==> src/rtl/dac_arbiter_pkg.sv <==
// rtl/dac_arbiter_pkg.sv - shared types and constants for the DAC arbiter
package dac_arbiter_pkg;

  localparam int ARB_IDX_WID = 3;

  typedef enum logic [1:0] {
    ST_IDLE    = 2'd0,
    ST_ISSUE   = 2'd1,
    ST_RELEASE = 2'd2,
    ST_GAP     = 2'd3
  } arb_state_e;

endpackage

==> src/rtl/dac_arbiter_rr_select.sv <==
// rtl/dac_arbiter_rr_select.sv - round-robin picker: first eligible index after ptr, wrapping
module dac_arbiter_rr_select
  import dac_arbiter_pkg::*;
#(
  parameter int N = 3
) (
  input  logic [N-1:0]             eligible_i,
  input  logic [ARB_IDX_WID-1:0]   ptr_i,
  output logic                     found_o,
  output logic [ARB_IDX_WID-1:0]   idx_o
);

  // Second pass (indices above ptr) overrides the wrapped pass; descending scans leave the lowest hit.
  always_comb begin
    found_o = 1'b0;
    idx_o   = '0;
    for (int i = N - 1; i >= 0; i--) begin
      if (eligible_i[i] && (ARB_IDX_WID'(i) <= ptr_i)) begin
        found_o = 1'b1;
        idx_o   = ARB_IDX_WID'(i);
      end
    end
    for (int i = N - 1; i >= 0; i--) begin
      if (eligible_i[i] && (ARB_IDX_WID'(i) > ptr_i)) begin
        found_o = 1'b1;
        idx_o   = ARB_IDX_WID'(i);
      end
    end
  end

endmodule

==> src/rtl/dac_arbiter.sv <==
// rtl/dac_arbiter.sv - round-robin sharing of one DAC SPI master among several requesters
module dac_arbiter
  import dac_arbiter_pkg::*;
#(
  parameter int MASTER_NUM       = 3,
  parameter int DAC_WID          = 24,
  parameter int WAIT_BETWEEN_CMD = 10
) (
  input  logic                          clk,
  input  logic                          rst,
  input  logic [MASTER_NUM-1:0]         req_arm,
  input  logic [MASTER_NUM*DAC_WID-1:0] req_to_dac,
  output logic [MASTER_NUM*DAC_WID-1:0] req_from_dac,
  output logic [MASTER_NUM-1:0]         req_finished,
  output logic                          dac_arm,
  output logic [DAC_WID-1:0]            dac_to_dac,
  input  logic [DAC_WID-1:0]            dac_from_dac,
  input  logic                          dac_finished,
  output logic                          busy,
  output logic [ARB_IDX_WID-1:0]        grant_idx
);

  localparam int GAP_W = (WAIT_BETWEEN_CMD > 1) ? $clog2(WAIT_BETWEEN_CMD) : 1;
  localparam logic [GAP_W-1:0] GAP_LAST =
    GAP_W'((WAIT_BETWEEN_CMD > 0) ? (WAIT_BETWEEN_CMD - 1) : 0);
  localparam logic [ARB_IDX_WID-1:0] PTR_RST = ARB_IDX_WID'(MASTER_NUM - 1);

  arb_state_e                    state_q, state_d;
  logic [ARB_IDX_WID-1:0]        ptr_q, ptr_d;
  logic [ARB_IDX_WID-1:0]        grant_q, grant_d;
  logic [DAC_WID-1:0]            to_dac_q, to_dac_d;
  logic                          arm_q, arm_d;
  logic [MASTER_NUM-1:0]         fin_q, fin_d;
  logic [MASTER_NUM*DAC_WID-1:0] from_q, from_d;
  logic [GAP_W-1:0]              gap_q, gap_d;

  logic [MASTER_NUM-1:0]  eligible;
  logic                   sel_found;
  logic [ARB_IDX_WID-1:0] sel_idx;
  logic [DAC_WID-1:0]     sel_word;
  logic                   grant_arm;

  assign eligible = req_arm & ~fin_q;

  dac_arbiter_rr_select #(
    .N(MASTER_NUM)
  ) u_rr_select (
    .eligible_i (eligible),
    .ptr_i      (ptr_q),
    .found_o    (sel_found),
    .idx_o      (sel_idx)
  );

  always_comb begin
    sel_word  = '0;
    grant_arm = 1'b0;
    for (int i = 0; i < MASTER_NUM; i++) begin
      if (sel_idx == ARB_IDX_WID'(i)) sel_word = req_to_dac[i*DAC_WID +: DAC_WID];
      if (grant_q == ARB_IDX_WID'(i)) grant_arm = req_arm[i];
    end
  end

  always_comb begin
    state_d  = state_q;
    ptr_d    = ptr_q;
    grant_d  = grant_q;
    to_dac_d = to_dac_q;
    arm_d    = arm_q;
    fin_d    = fin_q;
    from_d   = from_q;
    gap_d    = gap_q;
    case (state_q)
      ST_IDLE: begin
        if (sel_found) begin
          grant_d  = sel_idx;
          to_dac_d = sel_word;
          arm_d    = 1'b1;
          state_d  = ST_ISSUE;
        end
      end
      ST_ISSUE: begin
        if (dac_finished) begin
          for (int i = 0; i < MASTER_NUM; i++) begin
            if (grant_q == ARB_IDX_WID'(i)) begin
              from_d[i*DAC_WID +: DAC_WID] = dac_from_dac;
              fin_d[i]                     = 1'b1;
            end
          end
          arm_d   = 1'b0;
          ptr_d   = grant_q;
          state_d = ST_RELEASE;
        end
      end
      ST_RELEASE: begin
        // Only the grantee's flag can be set here, so clearing all of them is exact.
        if (!grant_arm && !dac_finished) begin
          fin_d = '0;
          if (WAIT_BETWEEN_CMD > 0) begin
            gap_d   = '0;
            state_d = ST_GAP;
          end else begin
            state_d = ST_IDLE;
          end
        end
      end
      ST_GAP: begin
        gap_d = gap_q + GAP_W'(1);
        if (gap_q == GAP_LAST) state_d = ST_IDLE;
      end
      default: state_d = ST_IDLE;
    endcase
  end

  always_ff @(posedge clk) begin
    if (rst) begin
      state_q  <= ST_IDLE;
      ptr_q    <= PTR_RST;
      grant_q  <= '0;
      to_dac_q <= '0;
      arm_q    <= 1'b0;
      fin_q    <= '0;
      from_q   <= '0;
      gap_q    <= '0;
    end else begin
      state_q  <= state_d;
      ptr_q    <= ptr_d;
      grant_q  <= grant_d;
      to_dac_q <= to_dac_d;
      arm_q    <= arm_d;
      fin_q    <= fin_d;
      from_q   <= from_d;
      gap_q    <= gap_d;
    end
  end

  assign req_from_dac = from_q;
  assign req_finished = fin_q;
  assign dac_arm      = arm_q;
  assign dac_to_dac   = to_dac_q;
  assign busy         = (state_q != ST_IDLE);
  assign grant_idx    = grant_q;

endmodule
==> config.mk <==
export PLATFORM = sky130hd
export DESIGN_NAME = dac_arbiter
export DESIGN_NICKNAME = d
export VERILOG_FILES = /design/src/rtl/dac_arbiter_pkg.sv /design/src/rtl/dac_arbiter_rr_select.sv /design/src/rtl/dac_arbiter.sv
export SDC_FILE = /design/constraint.sdc
export NUM_CORES = 1
export LEC_CHECK = 0
export BUFFER_PORTS_ARGS = -buffer_cell sky130_fd_sc_hd__buf_2
export CAP_MARGIN = 30
export CORE_UTILIZATION = 39
export DETAILED_ROUTE_END_ITERATION = 10
export PLACE_DENSITY = 0.77
export SLEW_MARGIN = 10
export SYNTH_ARGS = -nofsm -noshare
export SYNTH_HDL_FRONTEND = slang
export SYNTH_SLANG_ARGS = --single-unit
==> constraint.sdc <==
create_clock -name clk -period 2.36 [get_ports clk]
set_input_delay 0.118 -clock clk [delete_from_list [all_inputs] [get_ports clk]]
set_output_delay 0.118 -clock clk [all_outputs]
set_load 0.05 [all_outputs]
==> summary.md <==
| Metric | Value |
|---|---|
| Crit Path Class | `reg2reg` |
| Sw Pwr | `2.73 mW` |
| WL/cell | `14.2 um` |
| Critical path's slowest cell | `or3_2` |
| Final HPWL DP | `9000 um` |
| CP Buf/Inv Count | `1` |
| TritonRoute pass-1 iters | `4` |
| P_leak | `2.79 nW` |
| Hold buffers post-CTS | `12` |
| Vias in the first global route | `4043` |
| DRC | `0` |
| Yosys cell types | `46` |
| CTS tree | `done` |
| Post-synth ARST share | `0` |
| Met1 Usage GRT | `0.258` |
| Clock power frac | `0.236` |
| Fmax | `494 MHz` |
| Slew Viols, Final | `0` |
| Die ar. | `11800 um2` |
| Dpl cells | `855` |
| GRT Max-Usage Layer | `met2` |
| Clock latency on the worst-skew pair | `0.34 ns` |
| CTS HTree Levels | `3` |
| Die width | `109 um` |
| Max_cap viols | `0` |
| Initial antenna violation count | `0` |
| Initial Util | `0.405` |
| Final Critical Period | `2.02 ns` |
| CTS clk-pin slew, worst paths | `0.08 ns` |
| CP delay by family, top | `simple AND/OR/NAND/NOR gates` |
| First-pass GRT wire length | `19400 um` |
| Global placement routability congestion | `0.809` |
| # resized after CTS | `0` |
| Area of the core | `10900 um2` |
| Slew headroom | `0.419` |
| Via count | `4452` |
| GRT met2 Usage | `0.368` |
| Fin Setup TNS | `0 ns` |
| Post-route insts no fill | `883` |
| Routed Antenna Nets | `0` |
| Total GRT Usage | `0.209` |
| Finished Core Util | `0.548` |
| Tcrit/Tclk final | `0.858` |
| I/O pins | `206` |
| YS warnings | `0` |
| # nets final | `846` |
| Worst path max stage delay | `0.54 ns` |
| Outcome | `finished clean` |
| Clock buffer depth | `2` |
| VDD IR max | `785 uV` |
| Worst-Margin Slew | `0.872 ns` |
| Final hold vios | `0` |
| Share of layout cells above drive strength 1 | `0.324` |
| Worst hold path type | `in2reg` |
| Area delta synth->final | `35.1%` |
| Combinational Power Share | `0.394` |
| Syn Area/Cell | `8.30 um2` |
| ANT cells | `0` |
| Power per cell area | `1060 nW/um2` |
| Setup violators final | `0` |
| Critical Path End Type | `flop` |
| Total CTS buffers | `9` |
| Mapped Area | `4430 um2` |
| GRT met3 Usage | `0.0412` |
| Clock root buffer master | `clkbuf_16` |
| CP startpoint kind | `flop` |
| CP Max Fanout | `7` |
| CP Cell Sequence | `inv_1 > ha_1 > nand2_1 > or3_2 > and2_0 > o21ai_0 > a21oi_1` |
| Row cnt | `38` |
| PortBufs | `204` |
| Register area share after synthesis | `0.497` |
| Post-synth EDFFs | `0` |
| CP arrival | `2.21 ns` |
| CP required | `2.55 ns` |
| Net Sw Frac | `0.432` |
| Chip Height | `109 um` |
| Pin count of the biggest net entering global routing | `85` |
| CTS Sinks | `110` |
| Postcts setup bufs | `0` |
| Skew final | `0.0113 ns` |
| Drt total wl | `12600 um` |
| Seq cells post-synth | `110` |
| RSZ-0062 raised after global routing | `no` |
| Vias/cell | `5.04` |
| Synth Net Count | `642` |
| Post-Syn Instances | `534` |
| Predominant post-synthesis flop cell | `dfxtp_1` |
| Sequential share of power | `0.369` |
| Int Pwr | `3.59 mW` |
| Overflow after GRT | `0` |
| DR iter-0 viols | `272` |
[flip-flops by register name, indices dropped and copies added (netlist names)]
signal        count
dac_arm           1
grant_idx         2
dac_to_dac       24
gap_q             4
ptr_q             2
state_q           2
req_from_dac     72
req_finished      3
[worst register-to-register path: cells and delay by family, from the launching register on]
kind | cells | cell delay [ns]
buffers and inverters | 1 | 0.09
and+or+nand+nor | 3 | 0.93
adders and majority gates | 1 | 0.28
DFF | 1 | 0.34
AOI/OAI and AO/OA | 2 | 0.24
[metal layers]
metal | up-vias | part of all wire
li1 | 2219 | -
met1 | 2021 | 0.42
met2 | 201 | 0.48
met3 | 11 | 0.080
met4 | 0 | 0.011
met5 | - | 0
[final timing paths]
check / start / to / slack (ns) / cells after the start
min reg2reg: req_from_dac[41] / req_from_dac[41] / 0.45 / 2
max: state_q[1] / req_finished[2] / 0.34 / 7
min: req_to_dac[65] / dac_to_dac[17] / 0.006 / 3
max reg2reg: state_q[1] / req_finished[2] / 0.34 / 7
[through the flow]
| stage | hold WS (ns) | setup WS, ns | total power, mW | cell area (um2) |
|---|---|---|---|---|
| after floorplan | 0.249 | 0.367 | 4.20 | 4430 |
| after global placement | 0.335 | 0.374 | 4.83 | 5570 |
| after detailed placement | 0.347 | 0.360 | 4.84 | 5580 |
| after CTS | 0.00591 | 0.329 | 6.36 | 5990 |
| after global routing | 0.0179 | 0.153 | 6.65 | 5990 |
| final | 0.00569 | 0.336 | 6.32 | 5990 |
[area by class of cell]
class / count / area, um2
clock inverter: 6 / 60.1
multi-input combinational: 374 / 2030
tap: 140 / 175
sequential: 110 / 2200
clock buffer: 10 / 229
timing repair buffer: 226 / 1230
inverter: 17 / 63.8
fill: 1041 / 4950
[cells in the mapped netlist (all sizes together), types with 3 or more instances]
cell type	n	area [um2]
a21oi	81	405
a22oi	19	143
a31oi	3	25.0
and2	3	20.0
buf	12	68.8
clkbuf	21	78.8
dfxtp	110	2200
ha	6	75.1
inv	17	63.8
mux2i	27	270
nand2	160	601
nand2b	5	38.8
nand3	4	20.0
nor2	6	25.0
nor3	3	20.0
o21ai	25	125
o221ai	5	43.8
or2	3	18.8
[kinds of logic after synthesis]
logic type	after synthesis	share of synthesized area
buffers and inverters	50	0.0477
flip-flops	110	0.497
other	1	0.000846
AO/OA/AOI/OAI	148	0.196
multiplexers	27	0.0610
AND/OR/NAND/NOR	192	0.181
adder cells (fa/ha/maj)	6	0.0169
[layout by cell type (no fill, tap or decap), types with 2 or more instances in the layout]
master         netlist  layout
o21bai_1             2       2
o21a_1               2       2
a31oi_1              2       2
o221ai_1             5       5
ha_1                 6       6
dlygate4sd3_1        0      12
mux2i_1             27      27
a22oi_1             19      19
or3_2                2       2
nor3_2               1       3
clkbuf_16            0       9
nand3b_1             2       2
a21oi_1             81      81
nand3_1              4       4
o211ai_1             2       2
inv_1               17      17
o21ai_0             23      23
a211oi_1             2       2
inv_8                0       3
o21ai_1              2       2
clkinv_4             0       2
or2_2                2       2
nand2b_1             4       4
nor2_1               5       5
dfxtp_1            110     110
nand2_1            160     160
buf_2               10     204
buf_4                1       9
[power groups by stage]
stage	Sequential, mW	Combinational [mW]	Clock [mW]
global placement	2.37	2.46	0
finish	2.33	2.49	1.49
floorplan	3.27	0.938	0
CTS	2.33	2.50	1.53
global route	2.37	2.67	1.60
detailed placement	2.37	2.48	0
Note: power is estimated with default switching activity, not from simulation.
